===== src/rtl/armv8_ctrl_pipe.sv =====
// Control-bundle pipeline (ID/EX, EX/MEM, MEM/WB) with load-use stall, branch flush
// and saturating retired/bubble counters for the segmented ARMv8 core.
module armv8_ctrl_pipe #(
    parameter int unsigned CNT_W = 16,
    parameter int unsigned ZR    = 31
) (
    input  logic             clk,
    input  logic             rst_n,
    input  logic             id_valid,
    input  logic             id_alusrc,
    input  logic [2:0]       id_aluop,
    input  logic             id_branch,
    input  logic             id_memread,
    input  logic             id_memwrite,
    input  logic             id_memtoreg,
    input  logic             id_regwrite,
    input  logic [4:0]       id_rn,
    input  logic [4:0]       id_rm,
    input  logic             id_uses_rm,
    input  logic [4:0]       id_rd,
    input  logic             mem_branch_taken,
    output logic             hazard_stall,
    output logic             ex_valid,
    output logic             ex_alusrc,
    output logic [2:0]       ex_aluop,
    output logic             ex_branch,
    output logic             ex_memread,
    output logic             ex_memwrite,
    output logic             ex_memtoreg,
    output logic             ex_regwrite,
    output logic [4:0]       ex_rd,
    output logic             mem_valid,
    output logic             mem_branch,
    output logic             mem_memread,
    output logic             mem_memwrite,
    output logic             mem_memtoreg,
    output logic             mem_regwrite,
    output logic [4:0]       mem_rd,
    output logic             wb_valid,
    output logic             wb_memtoreg,
    output logic             wb_regwrite,
    output logic [4:0]       wb_rd,
    output logic [CNT_W-1:0] retired_cnt,
    output logic [CNT_W-1:0] bubble_cnt
);

    localparam logic [4:0] RZ = 5'(ZR);

    typedef struct packed {
        logic       valid;
        logic       alusrc;
        logic [2:0] aluop;
        logic       branch;
        logic       memread;
        logic       memwrite;
        logic       memtoreg;
        logic       regwrite;
        logic [4:0] rd;
    } ex_t;

    typedef struct packed {
        logic       valid;
        logic       branch;
        logic       memread;
        logic       memwrite;
        logic       memtoreg;
        logic       regwrite;
        logic [4:0] rd;
    } mem_t;

    typedef struct packed {
        logic       valid;
        logic       memtoreg;
        logic       regwrite;
        logic [4:0] rd;
    } wb_t;

    localparam ex_t  ExBubble  = {10'd0, RZ};
    localparam mem_t MemBubble = {6'd0, RZ};
    localparam wb_t  WbBubble  = {3'd0, RZ};

    ex_t              r_ex, w_ex_d;
    mem_t             r_mem, w_mem_d;
    wb_t              r_wb, w_wb_d;
    logic [CNT_W-1:0] r_retired_cnt, r_bubble_cnt;
    logic [1:0]       w_bub_inc;
    logic [CNT_W:0]   w_bub_sum;
    logic             w_stall;

    assign w_stall = id_valid & r_ex.valid & r_ex.memread & (r_ex.rd != RZ) &
                     ((r_ex.rd == id_rn) | (id_uses_rm & (r_ex.rd == id_rm)));

    always_comb begin
        w_ex_d = ExBubble;
        if (!mem_branch_taken && !w_stall && id_valid) begin
            w_ex_d = {1'b1, id_alusrc, id_aluop, id_branch, id_memread, id_memwrite,
                      id_memtoreg, id_regwrite, id_rd};
        end
        w_mem_d = MemBubble;
        if (!mem_branch_taken) begin
            w_mem_d = {r_ex.valid, r_ex.branch, r_ex.memread, r_ex.memwrite,
                       r_ex.memtoreg, r_ex.regwrite, r_ex.rd};
        end
        // The branch itself sits in MEM and always retires, even when it flushes.
        w_wb_d = {r_mem.valid, r_mem.memtoreg, r_mem.regwrite, r_mem.rd};
    end

    always_comb begin
        w_bub_inc = 2'd0;
        if (mem_branch_taken) begin
            w_bub_inc = 2'd2;
        end else if (w_stall) begin
            w_bub_inc = 2'd1;
        end
        w_bub_sum = {1'b0, r_bubble_cnt} + {{(CNT_W-1){1'b0}}, w_bub_inc};
    end

    always_ff @(posedge clk or negedge rst_n) begin
        if (!rst_n) begin
            r_ex          <= ExBubble;
            r_mem         <= MemBubble;
            r_wb          <= WbBubble;
            r_retired_cnt <= '0;
            r_bubble_cnt  <= '0;
        end else begin
            r_ex  <= w_ex_d;
            r_mem <= w_mem_d;
            r_wb  <= w_wb_d;
            if (r_wb.valid && (r_retired_cnt != {CNT_W{1'b1}})) begin
                r_retired_cnt <= r_retired_cnt + {{(CNT_W-1){1'b0}}, 1'b1};
            end
            // Carry out of the widened sum means the add crossed the max value.
            r_bubble_cnt <= w_bub_sum[CNT_W] ? {CNT_W{1'b1}} : w_bub_sum[CNT_W-1:0];
        end
    end

    assign hazard_stall = w_stall;
    assign ex_valid     = r_ex.valid;
    assign ex_alusrc    = r_ex.alusrc;
    assign ex_aluop     = r_ex.aluop;
    assign ex_branch    = r_ex.branch;
    assign ex_memread   = r_ex.memread;
    assign ex_memwrite  = r_ex.memwrite;
    assign ex_memtoreg  = r_ex.memtoreg;
    assign ex_regwrite  = r_ex.regwrite;
    assign ex_rd        = r_ex.rd;
    assign mem_valid    = r_mem.valid;
    assign mem_branch   = r_mem.branch;
    assign mem_memread  = r_mem.memread;
    assign mem_memwrite = r_mem.memwrite;
    assign mem_memtoreg = r_mem.memtoreg;
    assign mem_regwrite = r_mem.regwrite;
    assign mem_rd       = r_mem.rd;
    assign wb_valid     = r_wb.valid;
    assign wb_memtoreg  = r_wb.memtoreg;
    assign wb_regwrite  = r_wb.regwrite;
    assign wb_rd        = r_wb.rd;
    assign retired_cnt  = r_retired_cnt;
    assign bubble_cnt   = r_bubble_cnt;

endmodule


===== config.mk =====
export PLATFORM = sky130hd
export DESIGN_NAME = armv8_ctrl_pipe
export DESIGN_NICKNAME = d
export VERILOG_FILES = /design/src/rtl/armv8_ctrl_pipe.sv
export SDC_FILE = /design/constraint.sdc
export NUM_CORES = 1
export LEC_CHECK = 0
export ABC_AREA = 1
export CORE_MARGIN = 2
export CORE_UTILIZATION = 47
export DETAILED_ROUTE_END_ITERATION = 12
export GPL_TIMING_DRIVEN = 0
export PLACE_DENSITY = 0.8
export SYNTH_ARGS = -nofsm -noshare
export SYNTH_HDL_FRONTEND = slang
export SYNTH_SLANG_ARGS = --single-unit

===== constraint.sdc =====
create_clock -name clk -period 3.4 [get_ports clk]
set_input_delay 0.68 -clock clk [delete_from_list [all_inputs] [get_ports clk]]
set_output_delay 0.68 -clock clk [all_outputs]
set_load 0.05 [all_outputs]

Word level (Yosys, flattened, before mapping)
Cells that the tools add are included.
Widths: inputs -> output; s select.
{"block": "classes", "addsub": 2, "n_eq_ne": 4, "mux": 5, "n_reduce_logical": 5, "bitwise": 6}
{"cell": "$add 16x2->17", "n": 1}
{"cell": "$add 16x1->16 const B", "n": 1}
{"cell": "$mux 16", "n": 1}
{"cell": "$ne 16x16->1 const B", "n": 1}
{"cell": "$mux 15", "n": 1}
{"cell": "$mux 11", "n": 1}
{"cell": "$eq 5x5->1", "n": 2}
{"cell": "$and 1x1->1", "n": 5}
{"cell": "$ne 5x5->1 const B", "n": 1}
{"cell": "$logic_and 1x1->1", "n": 3}
{"cell": "$logic_not 1->1", "n": 2}
{"cell": "$mux 2", "n": 1}
{"cell": "$mux 1", "n": 1}
{"cell": "$or 1x1->1", "n": 1}
{"block": "word_totals", "in_bits": 29, "regBits": 66, "elab_cells": 44, "output_inout_bits": 67}

Longest topological paths before layout
{"block": "depth", "ltp_word": 8, "mapped_depth": 20}

Least setup slack after synthesis
OpenSTA, ideal clock, no wires.
{"block": "synth_timing", "kind": "register to register", "startpoint": "reg r_ex (netlist bit ex_rd[3])", "endpoint": "reg r_bubble_cnt[10] (netlist: bubble_cnt[10])", "arrival_time_ns": 2.823, "setup_time_ns": 0.069, "path_stages_with_launch": 20, "slack_ns": 0.507, "path_cell_list": "dfstp_2 -> inv_1 -> nand2_1 -> nand2_1 -> nor2_1 -> nand3_1 -> nand2_1 -> nand2_1 -> nor2_1 -> ha_1 -> inv_1 -> fa_1 -> inv_1 -> nand2_1 -> nor2_2 -> nand2_2 -> nor2_2 -> nand3_2 -> buf_6 -> nand3_1"}
{"block": "synth_between", "elab_chain_len": 8, "elab_cells_between_ends": 11, "cone_classes": "add/sub (1); eq/ne (3); mux (3); bitwise (4)"}
{"item": "start: declaration", "line_no": "82", "rtl": "ex_t r_ex, w_ex_d;"}
{"item": "start signal: assignment", "line_no": "120", "rtl": "r_ex <= ExBubble;"}
{"item": "start signal: assignment", "line_no": "126", "rtl": "r_ex <= w_ex_d;"}
{"item": "$eq 5x5->1", "line_no": "91", "rtl": "((r_ex.rd == id_rn) | (id_uses_rm & (r_ex.rd == id_rm)));"}
{"item": "$and 1x1->1", "line_no": "91"}
{"item": "$or 1x1->1", "line_no": "91"}
{"item": "$and 1x1->1 *", "line_no": "90", "rtl": "assign w_stall = id_valid & r_ex.valid & r_ex.memread & (r_ex.rd != RZ) &"}
{"item": "$mux 1 *", "line_no": "112", "rtl": "end else if (w_stall) begin"}
{"item": "$mux 2 *", "line_no": "110", "rtl": "if (mem_branch_taken) begin"}
{"item": "$add 16x2->17 *", "line_no": "115", "rtl": "w_bub_sum = {1'b0, r_bubble_cnt} + {{(CNT_W-1){1'b0}}, w_bub_inc};"}
{"item": "$mux 16 *", "line_no": "133", "rtl": "r_bubble_cnt <= w_bub_sum[CNT_W] ? {CNT_W{1'b1}} : w_bub_sum[CNT_W-1:0];"}
{"item": "end signal: assignment", "line_no": "133"}
{"item": "end: declaration", "line_no": "85", "rtl": "logic [CNT_W-1:0] r_retired_cnt, r_bubble_cnt;"}
Every way passes the cells marked *; elsewhere a longest branch is shown, timed or not.
A chain may end at the register's enable or synchronous reset.

Worst setup path after layout
{"block": "layout_timing", "startpoint": "in id_rn[1]", "endpoint": "reg r_bubble_cnt[10] (netlist: bubble_cnt[10])"}
{"block": "layout_between", "elab_chain_len": 7}
{"item": "start: declaration", "line_no": "17", "rtl": "input logic [4:0] id_rn,"}
{"item": "$eq 5x5->1", "line_no": "91"}
{"item": "$or 1x1->1", "line_no": "91"}
{"item": "$and 1x1->1", "line_no": "90"}
{"item": "$mux 1", "line_no": "112"}
{"item": "$mux 2", "line_no": "110"}
{"item": "$add 16x2->17", "line_no": "115"}
{"item": "$mux 16", "line_no": "133"}
No other way between the ends.

==> summary.txt <==
Route
  • Drt pass-1 iters: 4
  • Antenna-violating nets left: 0
  • WL final: 7217 um
  • Wirelength per Cell: 12.51 um
  • First-iteration detailed-routing DRC count: 102
  • Via density: 4.782
  • Remaining DRCs: 0
  • Vias: 2759

Critical path
  • Crit Path Class: primary input to flip-flop
  • Crit path to: bubble_cnt[10]
  • R2R cell count: 19
  • Data arrival, critical path: 3.34 ns
  • Worst r2r src: ex_rd[1]
  • RR Endpoint: bubble_cnt[10]
  • Worst endpoint required time: 3.67 ns
  • Startpoint types: primary input
  • R2R Setup Slk: 0.54 ns
  • Crit. End Element: flip-flop
  • CP startpoint: id_rn[1]
  • CP max FO: 10

STA
  • Fmax: 325.8 MHz
  • # setup viols final: 0
  • Unrepaired setup endpoints after global routing: no
  • Total negative slack: 0 ns
  • Max_slew headroom: 46.34%
  • Setup ws final: 0.3306 ns
  • Slew @ Worst Pin: 0.8048 ns
  • Minimum clock period: 3.069 ns
  • Hold Fails Final Rpt: 0
  • Clock skew: 0.008154 ns
  • Final worst path period share: 90.28%
  • Fin. max-slew vios: 0

Outcome
  • Status: complete, no violations

Synthesis
  • Multiplexer share of the synthesized area: 0%
  • Compound-Gate Fraction of Synth Area: 2.015%
  • Largest family of logic cells by synthesized area: simple AND/OR/NAND/NOR gates
  • Synth Net Count: 421
  • Syn. warnings: 0
  • Most frequent cells after synthesis: nand2_1 (122), inv_1 (63), dfrtp_1 (51)
  • Sequential area share after synthesis: 52.75%
  • Post-Synthesis Cells: 388
  • Syn_area_per_cell: 8.162 um2
  • Simple-gate portion of the synthesized area: 30.19%
  • Fraction of registers with async set/reset: 100.0%
  • Post-Synth Adder-Cell Area: 1.817%
  • Synth Cell Area: 3167 um2
  • Share of the synthesized area in the top cell type: 40.30%
  • Synth area leaders: dfrtp_1 (40%), nand2_1 (14%), dfstp_2 (12%)
  • Post-synth EDFFs: 0
  • #FFs+latches synth: 66
  • Primary FF master, synth: dfrtp_1
  • Synth area leader: dfrtp_1
  • Most frequent cell after synthesis: nand2_1
  • Post-synth cell types: 26
  • Synth Area in XOR/XNOR: 4.149%

Power
  • Pleak: 2.172 nW
  • Clock network fraction of design power: 25.9%
  • Sw Ratio: 38.50%
  • Internal power: 1.365 mW
  • Combinational Power Share: 31.2%
  • Total power: 2.220 mW
  • Pwr dens: 502.6 nW/um2
  • Sequential Power Share: 42.9%
  • Sw power: 0.8546 mW
  • Peak VDD IR: 0.2816 mV

Global route
  • First-pass GRT wire length: 12240 um
  • Vias in the first global route: 2705
  • Largest net degree at the start of global routing: 67
  • Global-route usage over all layers: 21.24%
  • GRT overflow: 0
  • Initial antenna violation count: 0

Clock network
  • Max Root-Sink Buffers: 2
  • CTS tree: done
  • Cts bufs inserted: 9
  • Clk slew on worst S/H paths: 0.07 ns
  • H-tree Lvls: 3
  • Root Driver: clkbuf_8
  • CTS Sinks: 66
  • Worst-Skew Late Latency: 0.34 ns

Finish
  • Sequential cell area: 1670 um2
  • Final cell count without fillers: 577
  • N_diodes: 0
  • Fill count: 527
  • Layout area overhead: 39.47%
  • Nets@finish: 528
  • Share of layout cells above drive strength 1: 10.00%
  • Area of the multi-input gates: 1234 um2

Placement
  • DP HPWL: 5335 um
  • Final weighted congestion in routability-driven placement: 0.9097
  • Placed cell count: 560
  • Place WS: -0.2758 ns
  • PortBufs: 95

Floorplan
  • Core area: 6422 um2
  • Die Area: 7411 um2
  • Site Rows: 29
  • Io pins: 96
  • Starting Density: 49.31%
  • Die height: 86.09 um
  • Die span in x: 86.09 um

Job
  • Maxcap violations: 0

Worst hold path
  • Worst hold start: mem_rd[4]
  • Worst hold-check path type: flip-flop to flip-flop
==> flip-flops by register name, indices dropped and copies added, names as in the netlist, 3 cells and up <==
| name | flops |
|---|---|
| retired_cnt | 16 |
| bubble_cnt | 16 |
| wb_rd | 5 |
| mem_rd | 5 |
| ex_rd | 5 |
| ex_aluop | 3 |
==> through the flow <==
stage / util [%] / area [um2] / hold WS, ns
global route: 68.77 / 4417 / 0.3718
CTS: 68.23 / 4382 / 0.3666
finish: 68.77 / 4417 / 0.3662
floorplan: - / 3167 / 0.3844
global placement: 65.61 / 4214 / 0.3553
detailed placement: 65.58 / 4212 / 0.3562
==> per-layer routing <==
metal	GRT usage [%]	vias up	wire [um]
met4	8.225	0	103
met2	35.24	89	3494
li1	-	1399	-
met1	24.91	1260	3054
met3	8.085	11	564
met5	0	-	0
==> cells in the final DEF (no fill, tap or decap), drive strengths merged <==
cell type / count
clkdlybuf4s50: 93
nor3b: 1
clkinv: 7
xnor2: 6
dlymetal6s2s: 1
o21ai: 11
dfrtp: 51
nand4: 6
nand3b: 6
buf: 5
dfstp: 15
a21oi: 1
clkbuf: 10
fa: 1
inv: 66
ha: 3
nor3: 8
xor2: 9
nand2: 125
nor2: 49
nand3: 26
==> layout make-up <==
| type | count | share of cell area, % |
|---|---|---|
| buffer | 4 | 0.8499 |
| clock buffer | 9 | 2.805 |
| clock inverter | 7 | 1.048 |
| inverter | 66 | 5.666 |
| multi-input combinational | 252 | 27.93 |
| sequential | 66 | 37.82 |
| tap | 77 | 2.181 |
| timing repair buffer | 96 | 21.70 |
==> worst min path at each step <==
stage               slack [ns]            end  depth (start not counted)
global placement          0.36       wb_rd[1]                          0
global route              0.37       wb_rd[3]                          0
finish                    0.37       wb_rd[4]                          0
CTS                       0.37       wb_rd[4]                          0
floorplan                 0.38  bubble_cnt[0]                          0
detailed placement        0.36       wb_rd[4]                          0
==> worst max-delay path, cell delays in order <==
cell	delay, ns
clkdlybuf4s50_1	0.48
inv_1	0.05
nand2_1	0.06
nand2_1	0.06
nor2_1	0.10
nand3_1	0.07
nand2_1	0.10
nand2_4	0.09
nor2_1	0.10
ha_1	0.17
inv_1	0.06
fa_1	0.38
inv_1	0.09
nand2_1	0.11
nor2_4	0.12
nand2_2	0.09
nor2_4	0.14
nand3_4	0.11
buf_6	0.18
nand3_1	0.08
==> power by group through the flow <==
stage	registers [mW]	logic [mW]	clock network (mW)
3_5_place_dp	0.967	0.692	0
2_1_floorplan	1.21	0.184	0
4_1_cts	0.953	0.694	0.595
3_3_place_gp	0.963	0.678	0
5_1_grt	0.967	0.743	0.636
6_report	0.952	0.692	0.576
==> kinds of logic after synthesis <==
group	after synthesis
compound gates	12
xor+xnor	15
fa+ha+maj	4
buf+inv	70
flops	66
simple gates	221
==> repair_timing <==
item | in CTS | in global routing
resized for setup | 0 | 6
setup buffers | 0 | 1
hold buffers | 0 | 0
setup endpoints to repair | 0 | 17
No activity file was read; power rests on OpenSTA's default activity.
